--- src/rtl/sprite_mover.sv ---
// sprite_mover: single-sprite motion engine and pixel renderer for the OLED pipeline.
// Step timing uses a clock-enable counter in the one clk domain.
module sprite_mover #(
    parameter int unsigned SCR_W      = 96,
    parameter int unsigned SCR_H      = 64,
    parameter int unsigned IDX_W      = 13,
    parameter int unsigned POS_W      = 8,
    parameter int unsigned SPR_SIZE   = 5,
    parameter int unsigned START_X    = 46,
    parameter int unsigned START_Y    = 59,
    parameter int unsigned DIV_FAST   = 2222221,
    parameter int unsigned DIV_SLOW   = 6666665,
    parameter logic [15:0] COL_IDLE   = 16'h001F,
    parameter logic [15:0] COL_ACTIVE = 16'hFFFF,
    parameter logic [15:0] COL_BG     = 16'h0000
) (
    input  logic             clk,
    input  logic             reset,
    input  logic             enable,
    input  logic             speed_sel,
    input  logic             btnC,
    input  logic             btnU,
    input  logic             btnD,
    input  logic             btnL,
    input  logic             btnR,
    input  logic [IDX_W-1:0] pixel_index,
    output logic [15:0]      pixel_data,
    output logic [POS_W-1:0] sprite_x,
    output logic [POS_W-1:0] sprite_y,
    output logic             moving,
    output logic [1:0]       state
);

    localparam int unsigned DIV_MAX = (DIV_FAST > DIV_SLOW) ? DIV_FAST : DIV_SLOW;
    localparam int unsigned CNT_W   = (DIV_MAX > 1) ? $clog2(DIV_MAX) : 1;
    localparam int unsigned CMP_W   = POS_W + 1;

    localparam logic [POS_W-1:0] X_MAX   = POS_W'(SCR_W - SPR_SIZE);
    localparam logic [POS_W-1:0] Y_MAX   = POS_W'(SCR_H - SPR_SIZE);
    localparam logic [POS_W-1:0] X_START = POS_W'(START_X);
    localparam logic [POS_W-1:0] Y_START = POS_W'(START_Y);
    localparam logic [CNT_W-1:0] LAST_FAST = CNT_W'(DIV_FAST - 1);
    localparam logic [CNT_W-1:0] LAST_SLOW = CNT_W'(DIV_SLOW - 1);
    localparam logic [IDX_W-1:0] PIX_CNT   = IDX_W'(SCR_W * SCR_H);
    localparam logic [IDX_W-1:0] IDX_SCR_W = IDX_W'(SCR_W);
    localparam logic [CMP_W-1:0] SPR_EXT   = CMP_W'(SPR_SIZE);

    typedef enum logic [1:0] {
        ST_IDLE = 2'b00,
        ST_STOP = 2'b01,
        ST_MOVE = 2'b10
    } state_e;

    typedef enum logic [1:0] {
        DIR_UP    = 2'd0,
        DIR_DOWN  = 2'd1,
        DIR_LEFT  = 2'd2,
        DIR_RIGHT = 2'd3
    } dir_e;

    state_e           state_q, state_d;
    dir_e             dir_q, dir_d;
    logic [POS_W-1:0] x_q, x_d, y_q, y_d;
    logic [CNT_W-1:0] cnt_q, cnt_d;
    logic             spd_q, spd_d;
    logic [15:0]      pix_q, pix_d;
    logic             moving_q, moving_d;

    logic             btn_any;
    dir_e             btn_dir;
    logic [CNT_W-1:0] cnt_last;
    logic             spd_chg;
    logic             tick;
    logic [POS_W-1:0] step_x, step_y;

    logic [CMP_W-1:0] pix_x, pix_y, spr_x, spr_y;
    logic             hit;

    // True when the sprite already touches the screen edge in direction d
    function automatic logic at_edge(input dir_e d, input logic [POS_W-1:0] px,
                                     input logic [POS_W-1:0] py);
        logic r;
        case (d)
            DIR_UP:   r = (py == '0);
            DIR_DOWN: r = (py == Y_MAX);
            DIR_LEFT: r = (px == '0);
            default:  r = (px == X_MAX);
        endcase
        return r;
    endfunction

    // Direction request decode (U > D > L > R) and step-enable generation
    always_comb begin
        btn_any = btnU | btnD | btnL | btnR;
        if (btnU)      btn_dir = DIR_UP;
        else if (btnD) btn_dir = DIR_DOWN;
        else if (btnL) btn_dir = DIR_LEFT;
        else           btn_dir = DIR_RIGHT;

        cnt_last = speed_sel ? LAST_SLOW : LAST_FAST;
        spd_chg  = (speed_sel != spd_q);
        tick     = (state_q == ST_MOVE) && !spd_chg && (cnt_q == cnt_last);
    end

    // One-pixel step in the latched direction, saturating at the edges
    always_comb begin
        step_x = x_q;
        step_y = y_q;
        case (dir_q)
            DIR_UP:    if (y_q != '0)    step_y = y_q - 1'b1;
            DIR_DOWN:  if (y_q != Y_MAX) step_y = y_q + 1'b1;
            DIR_LEFT:  if (x_q != '0)    step_x = x_q - 1'b1;
            default:   if (x_q != X_MAX) step_x = x_q + 1'b1;
        endcase
    end

    // Next-state, position, direction and step counter
    always_comb begin
        state_d = state_q;
        x_d     = x_q;
        y_d     = y_q;
        dir_d   = dir_q;
        cnt_d   = '0;
        spd_d   = speed_sel;

        if (!enable) begin
            state_d = ST_IDLE;
            x_d     = '0;
            y_d     = '0;
        end else begin
            case (state_q)
                ST_IDLE: begin
                    if (btnC) begin
                        state_d = ST_STOP;
                        x_d     = X_START;
                        y_d     = Y_START;
                    end
                end
                ST_STOP: begin
                    if (btnC) begin
                        x_d = X_START;
                        y_d = Y_START;
                    end else if (btn_any && !at_edge(btn_dir, x_q, y_q)) begin
                        state_d = ST_MOVE;
                        dir_d   = btn_dir;
                    end
                end
                ST_MOVE: begin
                    if (!spd_chg && (cnt_q != cnt_last)) cnt_d = cnt_q + 1'b1;
                    if (btn_any && !at_edge(btn_dir, x_q, y_q)) dir_d = btn_dir;
                    if (tick) begin
                        x_d = step_x;
                        y_d = step_y;
                        if (at_edge(dir_q, step_x, step_y)) state_d = ST_STOP;
                    end
                end
                default: begin
                    state_d = ST_IDLE;
                end
            endcase
        end

        moving_d = (state_d == ST_MOVE);
    end

    // Pixel colour for the requested index using the current position
    always_comb begin
        pix_x = CMP_W'(pixel_index % IDX_SCR_W);
        pix_y = CMP_W'(pixel_index / IDX_SCR_W);
        spr_x = {1'b0, x_q};
        spr_y = {1'b0, y_q};
        hit   = (pixel_index < PIX_CNT) &&
                (pix_x >= spr_x) && (pix_x < spr_x + SPR_EXT) &&
                (pix_y >= spr_y) && (pix_y < spr_y + SPR_EXT);
        if (!hit)                      pix_d = COL_BG;
        else if (state_q == ST_IDLE)   pix_d = COL_IDLE;
        else                           pix_d = COL_ACTIVE;
    end

    // State and output registers
    always_ff @(posedge clk or posedge reset) begin
        if (reset) begin
            state_q  <= ST_IDLE;
            dir_q    <= DIR_UP;
            x_q      <= '0;
            y_q      <= '0;
            cnt_q    <= '0;
            spd_q    <= 1'b0;
            pix_q    <= COL_BG;
            moving_q <= 1'b0;
        end else begin
            state_q  <= state_d;
            dir_q    <= dir_d;
            x_q      <= x_d;
            y_q      <= y_d;
            cnt_q    <= cnt_d;
            spd_q    <= spd_d;
            pix_q    <= pix_d;
            moving_q <= moving_d;
        end
    end

    assign pixel_data = pix_q;
    assign sprite_x   = x_q;
    assign sprite_y   = y_q;
    assign moving     = moving_q;
    assign state      = state_q;

endmodule

--- config.mk ---
export PLATFORM = sky130hd
export DESIGN_NAME = sprite_mover
export DESIGN_NICKNAME = d
export VERILOG_FILES = /design/src/rtl/sprite_mover.sv
export SDC_FILE = /design/constraint.sdc
export NUM_CORES = 1
export LEC_CHECK = 0
export ABC_AREA = 1
export BUFFER_PORTS_ARGS = -buffer_cell sky130_fd_sc_hd__buf_4
export CORE_MARGIN = 2
export CORE_UTILIZATION = 64
export DETAILED_ROUTE_END_ITERATION = 10
export HOLD_SLACK_MARGIN = 0.03
export PLACE_DENSITY = 0.89
export SLEW_MARGIN = 20
export SYNTH_ARGS = -nofsm -noshare
export SYNTH_HDL_FRONTEND = slang
export SYNTH_SLANG_ARGS = --single-unit
--- constraint.sdc ---
create_clock -name clk -period 3.6 [get_ports clk]
set_input_delay 0.54 -clock clk [delete_from_list [all_inputs] [get_ports clk]]
set_output_delay 0.54 -clock clk [all_outputs]
set_load 0.05 [all_outputs]
==> flow_summary.yaml, run 1 <==
pwr:
  ir_drop_mv: 0.223
  cellPowerDensity_nw_per_um2: 324
  power.leakage_nw: 2.41
global_route:
  grt_pass1_wl_um: 18200
  grt_pass1_vias: 4100
  grt_remaining_overflow: 0
  grt_max_degree: 48
  grt.total_usage_pct: 28.7
  grt_antenna_before_repair: 0
hold_path:
  holdCritPathClass: "primary input to async pin"
routing:
  via_count: 4404
  drt_iter0_markers: 379
  wirelength_um: 11100
  drc: 0
  ant_nets: 0
  wl_per_cell_um: 14.3
  firstDrtPassIters: 5
  viasPerCell: 5.67
timing:
  period_share_pct: 91.0
  finalSetupTns_ns: 0
  setup_violations: 0
  fmax_mhz: 305
  fin_crit_ns: 3.27
  holdWs_ns: 0.359
  hold_viol: 0
  slew_headroom_pct: 46.5
  max_slew.worst_pin.slew_ns: 0.803
  final_max_slew_viol_count: 0
  fin_skew_ns: 0.00637
worst_setup_path:
  cp_num_buf_inv: 3
  cp.arrival_ns: 3.46
  crit_fanout: 4
  slowest_stage: "ha_1"
  required_ns: 3.79
  critical-path-max-stage-delay_ns: 0.27
  cpMostUsedCell: "nand2_1"
  end_kind: "flop"
  critPathKind: "primary input to flop"
  start_kind: "primary input"
  crit_family: "compound AO/OA/AOI/OAI gates"
synthesis:
  avgSynthCellArea_um2: 7.27
  yosysTopAreaCellShare_pct: 25.2
  ys_ff_latch: 47
  synth_edf_count: 0
  synth-seq-area-share_pct: 25.2
  synthCells: 643
  synth_ff_type: "dfrtp_1"
  yosys_warnings: 0
  synth_top_area_cell: "dfrtp_1"
  synthTopCellsByArea: "dfrtp_1 (25%), ha_1 (10%), nand2_1 (7.5%)"
  syn_area_um2: 4670
  async_flop_share_pct: 100
  ys_types: 53
clock_tree:
  insertion_delay_ns: 0.30
  cts_tree: "built"
  post-cts-setup-buffer-count: 0
  cts_max_level: 2
  ctsResizeCount: 0
  cts_root_buf: "clkbuf_8"
  cts_sinks: 47
  cts.clk_slew.worst_paths_ns: 0.08
  cts_buffers: 5
  ctsHoldBuffers: 0
  cts_buffer_depth: 2
die:
  die_y_um: 89.5
  rows: 31
  initial_core_util_pct: 65.1
  die_area_um2: 8000
  pin_count: 57
  die_w_um: 89.5
  core_area_um2: 7180
placed_design:
  dpl_cell_area_um2: 5010
  place_congestion: 0.976
  port-buffer-count: 56
  hpwl_um: 8610
finish:
  drive_gt1_share_pct: 21.2
  layout.nets: 738
  insertedDiodeCount: 0
  design_area_um2: 5130
  area_growth_pct: 9.69
flow_run:
  drv_cap: 0
run_status:
  outcome: "completed"
## area by class of cell
cell class / count / area (µm²)
multi-input combinational: 471 / 2920
fill: 590 / 2050
sequential: 47 / 1180
timing repair buffer: 56 / 420
inverter: 96 / 373
tap: 99 / 124
clock buffer: 5 / 68.8
clock inverter: 3 / 43.8
## logic make-up after synthesis
logic type | synth area share (%)
AO/OA/AOI/OAI | 14.6
XOR/XNOR | 7.12
adder cells (fa/ha/maj) | 10.4
buffers and inverters | 12.6
flip-flops | 25.2
other | 0.0802
AND/OR/NAND/NOR | 30.0
## registers in the layout, indices dropped and copies added (netlist names)
register,count
spd_q,1
dir_q,2
sprite_y,8
sprite_x,8
state,2
pixel_data,2
cnt_q,23
moving,1
## stage by stage
stage                     util [%]  instances  power (W)  setup slack (ns)
after floorplan                  -        645    0.00111             0.511
after global placement        69.8        769    0.00124             0.177
after detailed placement      69.8        769    0.00126            0.0133
after CTS                     71.4        777    0.00166             0.328
after global routing          71.5        777    0.00178         -0.000511
final                         71.5        777    0.00166             0.326
## power by group
part | total (W) | switching (W) | internal, W
combinational | 0.000675 | 0.000444 | 0.000232
clock | 0.000390 | 0.000183 | 0.000207
sequential | 0.000595 | 0.0000491 | 0.000546
total | 0.00166 | 0.000675 | 0.000985
## per-layer routing
metal,track usage (%),vias up,routed length (µm),share of wire (%)
li1,-,2166,-,-
met1,38.8,2038,4880,44
met2,48.8,179,5310,48
met3,3.51,21,751,6.8
met4,7.46,0,165,1.5
met5,0,-,0,0
## worst paths after layout
check / from / to / slack (ns) / depth (start not counted)
min reg2reg: cnt_q[0]$_DFF_PP0_ / cnt_q[0]$_DFF_PP0_ / 0.51 / 1
min in group clk: speed_sel / spd_q$_DFF_PP0_ / 0.39 / 1
max: pixel_index[11] / pixel_data[14]$_DFF_PP0_ / 0.33 / 27
max in group asynchronous: reset / sprite_x[3]$_DFFE_PP0P_ / 2.75 / 2
min: reset / cnt_q[17]$_DFF_PP0_ / 0.36 / 2
max reg2reg: sprite_x[0]$_DFFE_PP0P_ / pixel_data[14]$_DFF_PP0_ / 0.90 / 14
## synthesized netlist by cell type, drive strengths merged (2+ instances only)
master  count
nor3b       3
a211oi      2
inv        93
o21ai      45
o211ai      5
a21oi      29
nor2       91
buf        27
o21bai      6
o22ai      14
a21o        2
a31oi       4
or2         2
nand3      48
nand2     103
nor4        6
dfrtp      47
ha         39
clkinv      3
o21a        2
nand4       9
xnor2       3
nor3       14
xor2       35
clkbuf      4
## layout by cell type, fill, tap and decap left out, types with 3 or more instances in the layout
| master | instances |
|---|---|
| a21oi_1 | 27 |
| nor2_2 | 13 |
| nand2_2 | 11 |
| nand4_1 | 8 |
| xnor2_1 | 3 |
| clkinv_2 | 3 |
| nand2_1 | 92 |
| nor2_4 | 6 |
| buf_4 | 56 |
| o21ai_1 | 10 |
| nor3_2 | 6 |
| conb_1 | 3 |
| clkbuf_8 | 5 |
| inv_1 | 73 |
| o22ai_1 | 14 |
| nand3_2 | 7 |
| nor3_1 | 6 |
| nor2_1 | 72 |
| a31oi_1 | 4 |
| xor2_1 | 35 |
| o21ai_0 | 30 |
| ha_1 | 39 |
| o211ai_1 | 4 |
| inv_2 | 16 |
| nor4_1 | 6 |
| nand3_1 | 40 |
| o21ai_2 | 5 |
| dfrtp_1 | 47 |
| o21bai_1 | 4 |
(Power assumes the default switching activity.)
==> inputs of run 2 (changes only) <==
--- a/config.mk
+++ b/config.mk
@@ -6,12 +6,12 @@
 export NUM_CORES = 1
 export LEC_CHECK = 0
 export ABC_AREA = 1
-export BUFFER_PORTS_ARGS = -buffer_cell sky130_fd_sc_hd__buf_4
 export CORE_MARGIN = 2
-export CORE_UTILIZATION = 64
+export CORE_UTILIZATION = 65
 export DETAILED_ROUTE_END_ITERATION = 10
+export DONT_BUFFER_PORTS = 1
 export HOLD_SLACK_MARGIN = 0.03
-export PLACE_DENSITY = 0.89
+export PLACE_DENSITY = 0.83
 export SLEW_MARGIN = 20
 export SYNTH_ARGS = -nofsm -noshare
 export SYNTH_HDL_FRONTEND = slang
==> flow_summary.yaml, run 2 (synthesis gave the netlist of run 1 again) <==
clock_tree:
  ctsHoldBuffers: 0
  post-cts-setup-buffer-count: 0
  cts_max_level: 2
  cts_buffer_depth: 2
  ctsResizeCount: 0
  cts.clk_slew.worst_paths_ns: 0.09
  cts_tree: "built"
  cts_sinks: 47
  cts_root_buf: "clkbuf_8"
  cts_buffers: 5
  insertion_delay_ns: 0.31
die:
  rows: 30
  die_w_um: 88.8
  initial_core_util_pct: 68.1
  pin_count: 57
  die_area_um2: 7890
  die_y_um: 88.8
  core_area_um2: 6870
pwr:
  cellPowerDensity_nw_per_um2: 332
  ir_drop_mv: 0.230
  power.leakage_nw: 2.17
finish:
  finish.utilization_pct: 69.8
  design_area_um2: 4800
  regMostFlops: "cnt_q"
  instances_no_fill: 729
  largest_reg_flops: 23
  final_common_cell: "nand2_1"
  drive_gt1_share_pct: 15.8
  most-common-layout-cells: "nand2_1 (93), inv_1 (73), nor2_1 (72)"
  area_growth_pct: 2.62
  layout.nets: 693
  insertedDiodeCount: 0
timing:
  worst_slack_ns: 0.423
  fmax_mhz: 315
  period_share_pct: 88.2
  fin_skew_ns: 0.00667
  finalSetupTns_ns: 0
  fin_crit_ns: 3.18
  slew_headroom_pct: 43.8
  max_slew.worst_pin.slew_ns: 0.842
  final_max_slew_viol_count: 0
  hold_viol: 0
  rsz0062_at_grt: "false"
  setup_violations: 0
global_route:
  grt_remaining_overflow: 0
  grtUsageMet3_pct: 6.62
  grtUsageMet1_pct: 39.0
  grt_pass1_vias: 4300
  grt_antenna_before_repair: 0
  busiest_layer: "met2"
  grt.total_usage_pct: 30.6
  grt_util_met2_pct: 50.9
  grt_max_degree: 48
  grt_pass1_wl_um: 19100
routing:
  drt_iter0_markers: 279
  wirelength_um: 11100
  via_count: 4272
  firstDrtPassIters: 6
  wl_per_cell_um: 15.3
  ant_nets: 0
  drc: 0
  viasPerCell: 5.86
worst_setup_path:
  start_kind: "primary input"
  critPathKind: "primary input to flop"
  cp.arrival_ns: 3.37
  required_ns: 3.80
  crit_fanout: 4
  end_kind: "flop"
placed_design:
  dp.cells: 721
  port-buffer-count: 0
  pre_cts_slack_ns: 0.141
  dpl_cell_area_um2: 4690
  hpwl_um: 8660
  place_congestion: 0.935
hold_path:
  holdCritPathClass: "primary input to async pin"
flow_run:
  drv_cap: 0
run_status:
  outcome: "completed"
[run 2: cell type report]
cell class                      instances  area [µm²]
Inverter                               96         373
Clock inverter                          2        16.3
Clock buffer                            6        82.6
Multi-Input combinational cell        471        2920
Sequential cell                        47        1180
Timing Repair Buffer                   11         103
Fill cell                             608        2070
Tap cell                               96         120
[run 2: layer usage]
metal  wire length [µm]  up-vias
met1               4560     1965
met2               5370      192
met4                276        0
met5                  0        -
li1                   -     2073
met3                924       42
[run 2: where the power goes]
part	leakage (nW)	total [W]	switching [W]	internal, W
clock	0.0474	0.000353	0.000196	0.000157
combinational	1.48	0.000616	0.000412	0.000205
sequential	0.636	0.000621	0.0000747	0.000546
[run 2: worst paths after layout]
kind | startpoint | endpoint | slack, ns | cells past startpoint
setup reg to reg | state[1]$_DFF_PP0_ | cnt_q[5]$_DFF_PP0_ | 0.83 | 7
hold / removal | reset | cnt_q[18]$_DFF_PP0_ | 0.24 | 1
min in group clk | speed_sel | spd_q$_DFF_PP0_ | 0.26 | 0
max in group asynchronous | reset | pixel_data[4]$_DFF_PP0_ | 2.78 | 1
hold reg to reg | cnt_q[0]$_DFF_PP0_ | cnt_q[0]$_DFF_PP0_ | 0.51 | 1
setup / recovery | pixel_index[12] | pixel_data[14]$_DFF_PP0_ | 0.42 | 26
[run 2: through the flow]
stage / power, W / hold slack [ns]
floorplan: 0.00111 / 0.473
global placement: 0.00120 / 0.491
detailed placement: 0.00123 / 0.506
CTS: 0.00158 / 0.252
global route: 0.00170 / 0.242
finish: 0.00159 / 0.245
[run 2: critical path, stage by stage]
cell      delay [ns]
nand2_1         0.14
nand3_2         0.14
o21ai_2         0.16
nand2_2         0.09
o21ai_1         0.16
nand2_2         0.10
a21oi_2         0.18
nor2_2          0.06
o21bai_2        0.12
nand2_2         0.08
clkinv_1        0.05
nand2_1         0.06
nand2_1         0.06
inv_1           0.06
ha_1            0.27
nand2_1         0.05
a21oi_1         0.14
nor2_1          0.06
o211ai_1        0.18
nand2_1         0.08
a21o_1          0.17
a21o_1          0.15
nand4_1         0.06
nor2_1          0.05
nand3b_1        0.10
nor2_1          0.05
